===== src/rtl/mem_port_arbiter.sv =====
// Arbitrates one single-ported memory between instruction fetch (IF) and data (DM).
// One transaction in flight; DM has priority, bounded by a streak counter so IF always progresses.
module mem_port_arbiter #(
  parameter int AW          = 10,
  parameter int MEM_LAT     = 1,
  parameter int MAX_DSTREAK = 2
) (
  input  logic          clk,
  input  logic          rst_n,
  input  logic          if_req,
  input  logic [AW-1:0] if_addr,
  input  logic          if_flush,
  output logic          if_gnt,
  output logic          if_rvalid,
  output logic [31:0]   if_rdata,
  input  logic          dm_req,
  input  logic          dm_we,
  input  logic [AW-1:0] dm_addr,
  input  logic [31:0]   dm_wdata,
  output logic          dm_gnt,
  output logic          dm_rvalid,
  output logic          dm_wdone,
  output logic [31:0]   dm_rdata,
  output logic          mem_en,
  output logic          mem_we,
  output logic [AW-1:0] mem_addr,
  output logic [31:0]   mem_wdata,
  input  logic [31:0]   mem_rdata,
  output logic          busy,
  output logic [1:0]    dbg_state_o
);

  localparam int CW = $clog2(MEM_LAT + 1);
  localparam int SW = $clog2(MAX_DSTREAK + 1);

  typedef enum logic [1:0] {
    S_IDLE   = 2'd0,
    S_ACCESS = 2'd1,
    S_WAIT   = 2'd2,
    S_DONE   = 2'd3
  } state_e;

  state_e          state_q, state_d;
  logic [CW-1:0]   cnt_q, cnt_d;
  logic [SW-1:0]   streak_q, streak_d;
  logic            owner_if_q, owner_if_d;
  logic            own_we_q, own_we_d;
  logic            kill_q, kill_d;
  logic            if_gnt_q, if_gnt_d, dm_gnt_q, dm_gnt_d;
  logic            if_rvalid_q, if_rvalid_d, dm_rvalid_q, dm_rvalid_d;
  logic            dm_wdone_q, dm_wdone_d;
  logic [31:0]     if_rdata_q, if_rdata_d, dm_rdata_q, dm_rdata_d;
  logic            mem_en_q, mem_en_d, mem_we_q, mem_we_d;
  logic [AW-1:0]   mem_addr_q, mem_addr_d;
  logic [31:0]     mem_wdata_q, mem_wdata_d;
  logic            busy_q, busy_d;
  logic            if_wins;

  // Handshake: a requester holds req (and its addr/data) until it sees its 1-cycle gnt pulse;
  // dropping req before the grant edge withdraws it. Responses are 1-cycle pulses, rdata is held.
  assign if_wins = if_req && (!dm_req || (streak_q == SW'(MAX_DSTREAK)));

  always_comb begin
    state_d     = state_q;
    cnt_d       = cnt_q;
    streak_d    = streak_q;
    owner_if_d  = owner_if_q;
    own_we_d    = own_we_q;
    kill_d      = kill_q;
    if_gnt_d    = 1'b0;
    dm_gnt_d    = 1'b0;
    if_rvalid_d = 1'b0;
    dm_rvalid_d = 1'b0;
    dm_wdone_d  = 1'b0;
    if_rdata_d  = if_rdata_q;
    dm_rdata_d  = dm_rdata_q;
    mem_en_d    = 1'b0;
    mem_we_d    = 1'b0;
    mem_addr_d  = mem_addr_q;
    mem_wdata_d = mem_wdata_q;

    case (state_q)
      S_ACCESS: begin
        state_d = S_WAIT;
        cnt_d   = CW'(1);
        if (owner_if_q && if_flush) kill_d = 1'b1;
      end
      S_WAIT: begin
        if (owner_if_q && if_flush) kill_d = 1'b1;
        if (cnt_q == CW'(MEM_LAT)) begin
          state_d = S_DONE;
          if (owner_if_q) begin
            // A flush in this last WAIT cycle must still suppress the response.
            if (!kill_q && !if_flush) begin
              if_rvalid_d = 1'b1;
              if_rdata_d  = mem_rdata;
            end
          end else if (own_we_q) begin
            dm_wdone_d = 1'b1;
          end else begin
            dm_rvalid_d = 1'b1;
            dm_rdata_d  = mem_rdata;
          end
        end else begin
          cnt_d = cnt_q + CW'(1);
        end
      end
      default: begin
        state_d = S_IDLE;
        if (if_wins) begin
          state_d    = S_ACCESS;
          owner_if_d = 1'b1;
          own_we_d   = 1'b0;
          kill_d     = 1'b0;
          streak_d   = '0;
          if_gnt_d   = 1'b1;
          mem_en_d   = 1'b1;
          mem_addr_d = if_addr;
        end else if (dm_req) begin
          state_d     = S_ACCESS;
          owner_if_d  = 1'b0;
          own_we_d    = dm_we;
          kill_d      = 1'b0;
          dm_gnt_d    = 1'b1;
          mem_en_d    = 1'b1;
          mem_we_d    = dm_we;
          mem_addr_d  = dm_addr;
          mem_wdata_d = dm_wdata;
          if (!if_req) streak_d = '0;
          else if (streak_q != SW'(MAX_DSTREAK)) streak_d = streak_q + SW'(1);
        end
      end
    endcase

    busy_d = (state_d != S_IDLE);
  end

  always_ff @(posedge clk or negedge rst_n) begin
    if (!rst_n) begin
      state_q     <= S_IDLE;
      cnt_q       <= '0;
      streak_q    <= '0;
      owner_if_q  <= 1'b0;
      own_we_q    <= 1'b0;
      kill_q      <= 1'b0;
      if_gnt_q    <= 1'b0;
      dm_gnt_q    <= 1'b0;
      if_rvalid_q <= 1'b0;
      dm_rvalid_q <= 1'b0;
      dm_wdone_q  <= 1'b0;
      if_rdata_q  <= '0;
      dm_rdata_q  <= '0;
      mem_en_q    <= 1'b0;
      mem_we_q    <= 1'b0;
      mem_addr_q  <= '0;
      mem_wdata_q <= '0;
      busy_q      <= 1'b0;
    end else begin
      state_q     <= state_d;
      cnt_q       <= cnt_d;
      streak_q    <= streak_d;
      owner_if_q  <= owner_if_d;
      own_we_q    <= own_we_d;
      kill_q      <= kill_d;
      if_gnt_q    <= if_gnt_d;
      dm_gnt_q    <= dm_gnt_d;
      if_rvalid_q <= if_rvalid_d;
      dm_rvalid_q <= dm_rvalid_d;
      dm_wdone_q  <= dm_wdone_d;
      if_rdata_q  <= if_rdata_d;
      dm_rdata_q  <= dm_rdata_d;
      mem_en_q    <= mem_en_d;
      mem_we_q    <= mem_we_d;
      mem_addr_q  <= mem_addr_d;
      mem_wdata_q <= mem_wdata_d;
      busy_q      <= busy_d;
    end
  end

  assign if_gnt      = if_gnt_q;
  assign if_rvalid   = if_rvalid_q;
  assign if_rdata    = if_rdata_q;
  assign dm_gnt      = dm_gnt_q;
  assign dm_rvalid   = dm_rvalid_q;
  assign dm_wdone    = dm_wdone_q;
  assign dm_rdata    = dm_rdata_q;
  assign mem_en      = mem_en_q;
  assign mem_we      = mem_we_q;
  assign mem_addr    = mem_addr_q;
  assign mem_wdata   = mem_wdata_q;
  assign busy        = busy_q;
  assign dbg_state_o = state_q;

endmodule


===== config.mk =====
export PLATFORM = sky130hd
export DESIGN_NAME = mem_port_arbiter
export DESIGN_NICKNAME = d
export VERILOG_FILES = /design/src/rtl/mem_port_arbiter.sv
export SDC_FILE = /design/constraint.sdc
export NUM_CORES = 1
export LEC_CHECK = 0
export CORE_MARGIN = 2
export CORE_UTILIZATION = 33
export CTS_CLUSTER_DIAMETER = 40
export CTS_CLUSTER_SIZE = 24
export DETAILED_ROUTE_END_ITERATION = 6
export PLACE_DENSITY = 0.73
export SETUP_SLACK_MARGIN = 0.4
export SYNTH_ARGS = -nofsm -noshare
export SYNTH_HDL_FRONTEND = slang
export SYNTH_SLANG_ARGS = --single-unit

===== constraint.sdc =====
create_clock -name clk -period 2.3 [get_ports clk]
set_input_delay 0.69 -clock clk [delete_from_list [all_inputs] [get_ports clk]]
set_output_delay 0.69 -clock clk [all_outputs]
set_load 0.05 [all_outputs]

# After elaboration in Yosys (flattened, before gate mapping)
# Cells that the tools add are included.
# word_totals
reg_bits	122
in_bits	90
output_inout_bits	116
wordCells	89
# classes
n_addsub	2
n_eq_ne	6
n_mux	41
bitwise_logic	4
reduce_logical	18
# ops
cell	n
$mux 1	32
$mux 10	2
$mux 2	5
$reduce_and 4->1	2
$reduce_and 3->1	2
$reduce_bool 2->1	3
$eq 2x2->1 const B	2
$not 1->1	4
$pmux 2 s2	1
$reduce_and 2->1	2
$logic_and 1x1->1	3
$logic_not 1->1	3
$ne 3x1->1 const B	1
$reduce_bool 3->1	1
$add 2x1->2 const B	1
$eq 2x1->1 const B	1
$ne 2x1->1 const B	1
$ne 2x2->1 const B	1
$pmux 1 s2	1
$reduce_or 2->1	1
$add 1x1->1 const B	1
$logic_or 1x1->1	1

# Depth between registers and ports, before layout
# Gate-level depths: netlist (run 1).
# logic_depth
ltp_word	6
ltp_mapped	7
mapped_depth_nobuf	6

# Worst setup path before layout (run 1)
# OpenSTA, ideal clock, no wires.
# synth_timing
kind	register to register
from	reg state_q[0], in the netlist dbg_state_o[0]
to	reg mem_wdata_q[10], in the netlist mem_wdata[10]
t_arrival_ns	2.007
slack_ns	0.168
path_stages_with_launch	8
period_less_slack_ns	2.132
path_cell_list	dfrtp_1 -> inv_1 -> ha_1 -> nand2_1 -> a21o_1 -> clkinv_1 -> buf_2 -> mux2_2
# synth_via
elab_chain_cells	4
word_cells_on_any_way	5
classes_between	eq/ne: 2; bitwise: 1; reduce/logical: 2
# synth_rtl
item	line_no	text
from (decl)	43	state_e state_q, state_d;
from (signal assigned)	159	state_q <= state_d;
$eq 2x2->1 / $eq 2x1->1 (equally long branches)	82	case (state_q)
$reduce_or 2->1 (no line) (*)	--	
$not 1->1 (no line) (*)	--	
$reduce_and 3->1 (no line) (*)	--	
to (signal assigned)	175	mem_wdata_q <= mem_wdata_d;
to (decl)	55	logic [31:0] mem_wdata_q, mem_wdata_d;
# Mark *: on every way between the ends. The rest lies on a longest branch, timed or not.
# A chain may end at the register's enable or synchronous reset.

# Final worst setup path (run 1)
# layout_timing
from	reg mem_wdata_q[21], in the netlist mem_wdata[21]
to	out mem_wdata[21]
# layout_rtl
item	line_no	text
to (decl)	27	output logic [31:0] mem_wdata,
# No word-level cell between the ends.

==> summary.md, run 1 <==
| Metric | Value |
|---|---|
| Clock Tree Root | clkbuf_16 |
| CP startpoint kind | register |
| Final worst-path cycle share | 0.7990 |
| Worst Hold Class | in -> async |
| CTS Buf Count | 17 |
| Ys async rst share | 1.000 |
| Number of global-route vias before repair | 3,646 |
| Starting Density | 0.3374 |
| Status | completed |
| Crit-path cells | clkdlybuf4s15_2 |
| Fillers | between 1,000 and 1,500 |
| FP Rows | 43 |
| Arr. time, crit path | between 1000 and 1500 ps |
| Fin. max-slew vios | 0 |
| DPL Wire Length | between 8 and 9 mm |
| Layout Nets | 640 |
| Routability Congestion | 0.7621 |
| DRT iter0 DRCs | 121 |
| Syn_area_per_cell | approximately 15 um2 |
| First-pass DRT Iterations | 4 |
| Post-synthesis sequential area ratio | 0.6519 |
| Worst path top cell family by delay | buffers and inverters |
| DRC | 0 |
| VDD IR max | approximately 0.00096 V |
| Post-Syn Area | 0.004683 mm2 |
| Worst-Skew Late Latency | about 400 ps |
| Final cell count without fillers | 738 |
| TritonCTS clock tree | built |
| Final setup viols | 0 |
| Crit path max fanout | 2 |
| Mapped Nets | 412 |
| Seq cells post-synth | 122 |
| Fin crit period | between 1500 and 2000 ps |
| Slowest CP cell | clkdlybuf4s15_2 |
| Placed cell area | between 0.007 and 0.008 mm2 |
| Overall power | ~13 mW |
| Placed cell count | 703 |
| CP endpoint kind | output port |
| Total core area | 0.01388 mm2 |
| WL final | around 12 mm |
| Die height | approximately 120 um |
| Worst slew pin tran | 458.4 ps |
| CP Buf/Inv Count | 1 |
| WL/cell | 16.17 um |
| Setup Crit Path Kind | reg -> out |
| I/O pins | about 210 |
| Distinct cells, synth | 25 |
| Global route overflow | 0 |
| # diodes | 0 |
| Most frequent cells in the layout | 119 x dfrtp_1, 107 x clkdlybuf4s15_2, 87 x clkdlybuf4s50_1, 65 x mux2_2, 30 x mux2_1 |
| Total Routing Usage GR | 0.1637 |
| Layout Skew | approximately 5.9 ps |
| CP peak stage delay | 390 ps |
| Register area | ~0.0031 mm2 |
| Top_reg_cell synth | dfrtp_1 |
| Final instance area | ~0.0078 mm2 |
| Fmax | around 540 MHz |
| Commonest non-fill, non-tap cell in the layout | dfrtp_1 |
| Port Buffers | ~200 |
| CTS sink count | 122 |
| Pin count of the biggest net entering global routing | between 40 and 50 |
| Die Width | about 120 um |
| Max-Cap Viols | 0 |
| Share of cells above drive strength 1 | 0.4247 |
| Worst-path clk slew | 50 ps |
| Total Die Area | around 0.015 mm2 |
| Antenna Nets Post-Route | 0 |
| Number of synthesized flops with an enable pin | 0 |
| H-tree levels | 4 |
| First-pass GRT wire length | 18.78 mm |
| Area of the multi-input gates | roughly 0.0015 mm2 |
| Hold Vio Cnt, Final | 0 |
| Initial antenna violation count | 0 |
| Leak | around 3.4 nW |
| Unrepaired setup endpoints after global routing | no |
| Syn. warnings | 0 |
| Cell Pwr Density | between 1500 and 2000 mW/mm2 |
| Clk buf depth | 2 |
| Cell count after synthesis | about 320 |
| Vias per cell | 4.720 |
| Syn-to-layout area delta | 66.68% |
| WP data required | between 1500 and 2000 ps |
| Max_slew headroom | 0.6944 |
| Hold-fix buffers, CTS | 0 |
| Via count | 3,483 |
sequential cells by signal, summed over array words and instances (netlist names):
name         count
dm_wdone         1
cnt_q            1
dm_gnt           1
busy             1
kill_q           1
if_rdata        32
mem_we           1
owner_if_q       1
mem_en           1
if_gnt           1
if_rvalid        1
dm_rvalid        1
streak_q         2
mem_addr        10
mem_wdata       32
dbg_state_o      2
own_we_q         1
dm_rdata        32
path summary, 6_finish.rpt:
| path | from | endpoint | slack, ps | cells after the start |
|---|---|---|---|---|
| min reg2reg | if_rdata[16]$_DFFE_PN0P_ | if_rdata[16]$_DFFE_PN0P_ | 490 | 1 |
| max in group asynchronous | rst_n | dm_rdata[12]$_DFFE_PN0P_ | 1460 | 2 |
| min | rst_n | mem_wdata[29]$_DFFE_PN0P_ | 240 | 1 |
| min in group clk | if_rdata[16]$_DFFE_PN0P_ | if_rdata[16]$_DFFE_PN0P_ | 490 | 1 |
| max reg2reg | dbg_state_o[0]$_DFF_PN0_ | mem_wdata[2]$_DFFE_PN0P_ | 510 | 7 |
| max | mem_wdata[21]$_DFFE_PN0P_ | mem_wdata[21] | 460 | 1 |
Yosys cell counts (2+ instances only):
cell      instances  area, um2
a31oi_1          11      68.82
mux2_1           31      349.1
a21o_1            2      15.01
mux2_2           65      732.0
buf_2             6      30.03
nand2_1           6      22.52
inv_1             8      30.03
nor2_1           14      52.55
clkbuf_1          6      22.52
nor3_1            2      10.01
nand2b_1          3      18.77
dfrtp_1         122       3053
a21oi_1          11      55.05
o21ai_0          15      75.07
ha_1              4      50.05
buf_6             3      33.78
metrics by stage:
step / setup TNS, ps / worst slack, ps / utilization / hold WS (ps)
2_1_floorplan: 0 / 402.5 / - / 394.4
3_3_place_gp: -3272 / -118.5 / 0.5087 / 466.9
3_5_place_dp: -3974 / -160.9 / 0.5087 / 478.7
4_1_cts: 0 / 371.2 / 0.5643 / 237.8
5_1_grt: 0 / 400.6 / 0.5624 / 244.4
6_report: 0 / 462.4 / 0.5624 / 239.4
logic make-up (layout without fill, tap and decap cells):
group                      after synthesis  count (layout)  share of synthesized area
AOI/OAI and AO/OA                       40              40                    0.04675
adders and majority gates                4               4                    0.01069
buffers and inverters                   24             264                    0.02565
DFF                                    122             122                     0.6519
muxes                                   96              96                     0.2308
and+or+nand+nor                         32              32                    0.03420
where the power goes:
part	total [mW]	leakage (nW)	internal [mW]	switching, mW
logic	7.23	1.61	2.48	4.75
clock network	2.41	0.267	1.53	0.880
registers	3.74	1.48	3.18	0.559
repair_timing:
| action | in CTS | in global routing |
|---|---|---|
| gates cloned | 2 | 0 |
| setup buffers | 2 | 0 |
| gates resized for setup | 345 | 11 |
| pin swaps | 2 | 0 |
| setup endpoints to repair | 145 | 14 |
per-layer routing:
layer,wire length (um),global-route usage,part of all wire
met5,0,0,0
met4,208,0.07244,0.017
met3,1024,0.06688,0.086
met2,5753,0.2600,0.48
met1,4945,0.1948,0.41
layout make-up:
| class | instances | area share |
|---|---|---|
| multi-input cells | 172 | 0.1967 |
| well taps | 180 | 0.02885 |
| repair buffers | 224 | 0.3095 |
| clock inverters | 8 | 0.009136 |
| flip-flops and latches | 122 | 0.3916 |
| clock buffers | 23 | 0.05995 |
| inverters | 9 | 0.004328 |
(Power assumes the default switching activity.)
==> run 2: changes to the inputs <==
--- a/config.mk
+++ b/config.mk
@@ -10,7 +10,7 @@
 export CTS_CLUSTER_DIAMETER = 40
 export CTS_CLUSTER_SIZE = 24
 export DETAILED_ROUTE_END_ITERATION = 6
-export PLACE_DENSITY = 0.73
+export PLACE_DENSITY = 0.76
 export SETUP_SLACK_MARGIN = 0.4
 export SYNTH_ARGS = -nofsm -noshare
 export SYNTH_HDL_FRONTEND = slang
==> constraint.sdc (replaced) <==
create_clock -name clk -period 1.67 [get_ports clk]
set_input_delay 0.501 -clock clk [delete_from_list [all_inputs] [get_ports clk]]
set_output_delay 0.501 -clock clk [all_outputs]
set_load 0.05 [all_outputs]
==> run 2 against run 1 <==
  * The run now ends with setup timing left
  * Clock-buffer cell count is the same
  * Worst setup slack got worse by 510 ps
  * Via count increased by 17%
  * Sequential power increased by 60%
  * Worst hold slack worse by 180 ps
  * Die area stayed put
  * Global-route usage increased by 4.6 points
  * Clock skew is 1.2 ps higher
  * Register-to-register slack got worse by 560 ps
==> summary.md, run 2 (same netlist as run 1, synthesis figures left out) <==
| Metric | Value |
|---|---|
| Total core area | 0.01388 mm2 (unchanged) |
| # diodes | 0 (unchanged) |
| Worst R2R End | mem_wdata[10]$_DFFE_PN0P_ |
| Port Buffers | 205 (unchanged) |
| Share of cells above drive strength 1 | 0.6395 (+0.2148) |
| Hold-fix buffers, CTS | 0 (unchanged) |
| First-pass DRT Iterations | 4 (unchanged) |
| FP Rows | 43 (unchanged) |
| Clk buf depth | 2 (unchanged) |
| WP data required | 1960 ps (+350 ps) |
| Final instance area | 0.01066 mm2 (+36%) |
| Global route overflow | 0 (unchanged) |
| Leak | 4.829 nW (+44%) |
| Via count | 4,059 (+17%) |
| I/O pins | 206 (unchanged) |
| VDD IR max | 0.001623 V (+69%) |
| CP endpoint kind | register |
| Status | finished with violations |
| Max_slew headroom | 0.7551 (+0.06069) |
| Reg-to-reg startpoint | dbg_state_o[0]$_DFF_PN0_ |
| Worst-path clk slew | 50 ps (about the same) |
| CP peak stage delay | 380 ps (about the same) |
| Final Util | 0.7676 (+0.2052) |
| CTS sink count | 122 (unchanged) |
| Slowest CP cell | dfrtp_2 |
| Clock Tree Root | clkbuf_16 |
| Die height | 123.1 um (unchanged) |
| Layout Nets | 746 (+17%) |
| TritonCTS clock tree | built |
| Crit path max fanout | 14 (+12) |
| First-pass GRT wire length | 23.71 mm (+26%) |
| Starting Density | 0.3374 (unchanged) |
| Worst Hold Class | in -> async |
| Final worst-path cycle share | 1.027 |
| Overall power | 27.26 mW (+100%) |
| CTS Buf Count | 17 (unchanged) |
| Placed cell area | 0.008743 mm2 (+24%) |
| DRT iter0 DRCs | 220 (+82%) |
| Die Width | 123.1 um (unchanged) |
| Worst-Skew Late Latency | 410 ps (about the same) |
| Final setup viols | 24 (+24) |
| Layout Skew | 7.078 ps (+1.169 ps) |
| Commonest non-fill, non-tap cell in the layout | buf_12 |
| FF-to-FF setup slack | -50 ps (-560 ps) |
| DRC | 0 (unchanged) |
| Setup WS post-layout | -45.23 ps (-507.6 ps) |
| Worst path top cell family by delay | flip-flops |
| Failing checks | setup timing |
| H-tree levels | 4 (unchanged) |
| Setup Crit Path Kind | reg -> reg |
| Most frequent cells in the layout | 127 x buf_12, 119 x dfrtp_1, 97 x buf_4, 96 x mux2_4, 85 x clkdlybuf4s50_1 |
| Number of global-route vias before repair | 4,399 (+21%) |
| CP Buf/Inv Count | 3 (+2) |
| Initial antenna violation count | 0 (unchanged) |
| Number of cells on the critical path | 7 (+6) |
| Fin crit period | 1715 ps |
| Syn-to-layout area delta | 127.5% |
| Fin. max-slew vios | 0 (unchanged) |
| WL final | 17.39 mm (+46%) |
| Antenna Nets Post-Route | 0 (unchanged) |
| Hold Vio Cnt, Final | 0 (unchanged) |
| WL/cell | 20.63 um (+28%) |
| Total Routing Usage GR | 0.2095 (+0.04584) |
| Fillers | 743 (-34%) |
| Pin count of the biggest net entering global routing | 59 (+26%) |
| Final cell count without fillers | 843 (+14%) |
| FF-to-FF path depth | 7 (unchanged) |
| DPL Wire Length | 9.954 mm (+20%) |
| Worst slew pin tran | 363.5 ps (-94.87 ps) |
| Arr. time, crit path | 2000 ps (+850 ps) |
| Total Die Area | 0.01516 mm2 (unchanged) |
| Cell Pwr Density | 2558 mW/mm2 (+49%) |
| CP startpoint kind | register |
| Routability Congestion | 0.8076 (+6.0%) |
| Fmax | around 580 MHz |
| Vias per cell | 4.815 (+2.0%) |
| Crit-path cells | inv_2 -> ha_4 -> nand2_2 -> a21o_1 -> clkinv_4 -> buf_12 -> mux2_4 |
| Unrepaired setup endpoints after global routing | yes |
| Placed cell count | 716 (+1.8%) |
| Max-Cap Viols | 0 (unchanged) |
-- run 2: cell types whose count changed in the layout (fill, tap and decap cells not counted), moves of 9 or more --
cell | before | now
mux2_1 | 30 | 0
a21oi_1 | 11 | 1
clkdlybuf4s15_2 | 107 | 0
a21oi_2 | 0 | 9
buf_12 | 6 | 127
mux2_2 | 65 | 0
nor2_1 | 14 | 2
a31oi_1 | 11 | 2
buf_4 | 14 | 97
mux2_4 | 1 | 96
nor2_4 | 1 | 13
-- run 2: area by class of cell --
class / count / area [um2] / area share
sequential: 122 / 3057 / 0.2869
multi-input combinational: 172 / 2237 / 0.2100
clock buffer: 23 / 488.0 / 0.04580
clock inverter: 7 / 115.1 / 0.01080
tap: 180 / 225.2 / 0.02114
timing repair buffer: 330 / 4492 / 0.4216
inverter: 9 / 41.29 / 0.003875
-- run 2: repair_timing --
| action | CTS | global route |
|---|---|---|
| resized for setup | 34 | 66 |
| endpoints found under the setup margin | 232 | 236 |
| gates cloned | 4 | 5 |
| pin swaps | 5 | 9 |
| setup buffers | 55 | 33 |
-- run 2: worst max-delay path by stage --
stage | startpoint | end | slack [ps]
final | dbg_state_o[0]$_DFF_PN0_ | mem_wdata[10]$_DFFE_PN0P_ | -50
after global routing | streak_q[0]$_DFFE_PN0P_ | mem_wdata[10]$_DFFE_PN0P_ | -100
after CTS | dbg_state_o[1]$_DFF_PN0_ | dbg_state_o[1] | 10
after detailed placement | if_flush | if_rdata[12]$_DFFE_PN0P_ | -510
after global placement | if_flush | if_rdata[11]$_DFFE_PN0P_ | -490
after floorplan | dbg_state_o[0]$_DFF_PN0_ | mem_wdata[10]$_DFFE_PN0P_ | -120
-- run 2: through the flow --
step	worst slack [ps]	TNS, ps	hold slack (ps)
2_1_floorplan	-122.9	-6248	205.4
3_3_place_gp	-491.7	-28950	470.9
3_5_place_dp	-506.1	-30410	478.4
4_1_cts	10.34	0	30.29
5_1_grt	-103.4	-3705	52.65
6_report	-45.23	-545.6	55.21
-- run 2: per-layer routing --
layer / vias to the layer above / global-route usage / share of wire
met4: 0 / 0.08381 / 0.030
met5: - / 0 / 0
met2: 180 / 0.3551 / 0.53
li1: 1778 / - / -
met3: 40 / 0.08072 / 0.076
met1: 2061 / 0.2372 / 0.36
-- run 2: power by group --
group / switching, mW / total, mW / internal [mW]
Clock: 1.27 / 3.76 / 2.48
Sequential: 1.61 / 5.99 / 4.38
Combinational: 8.04 / 17.5 / 9.47
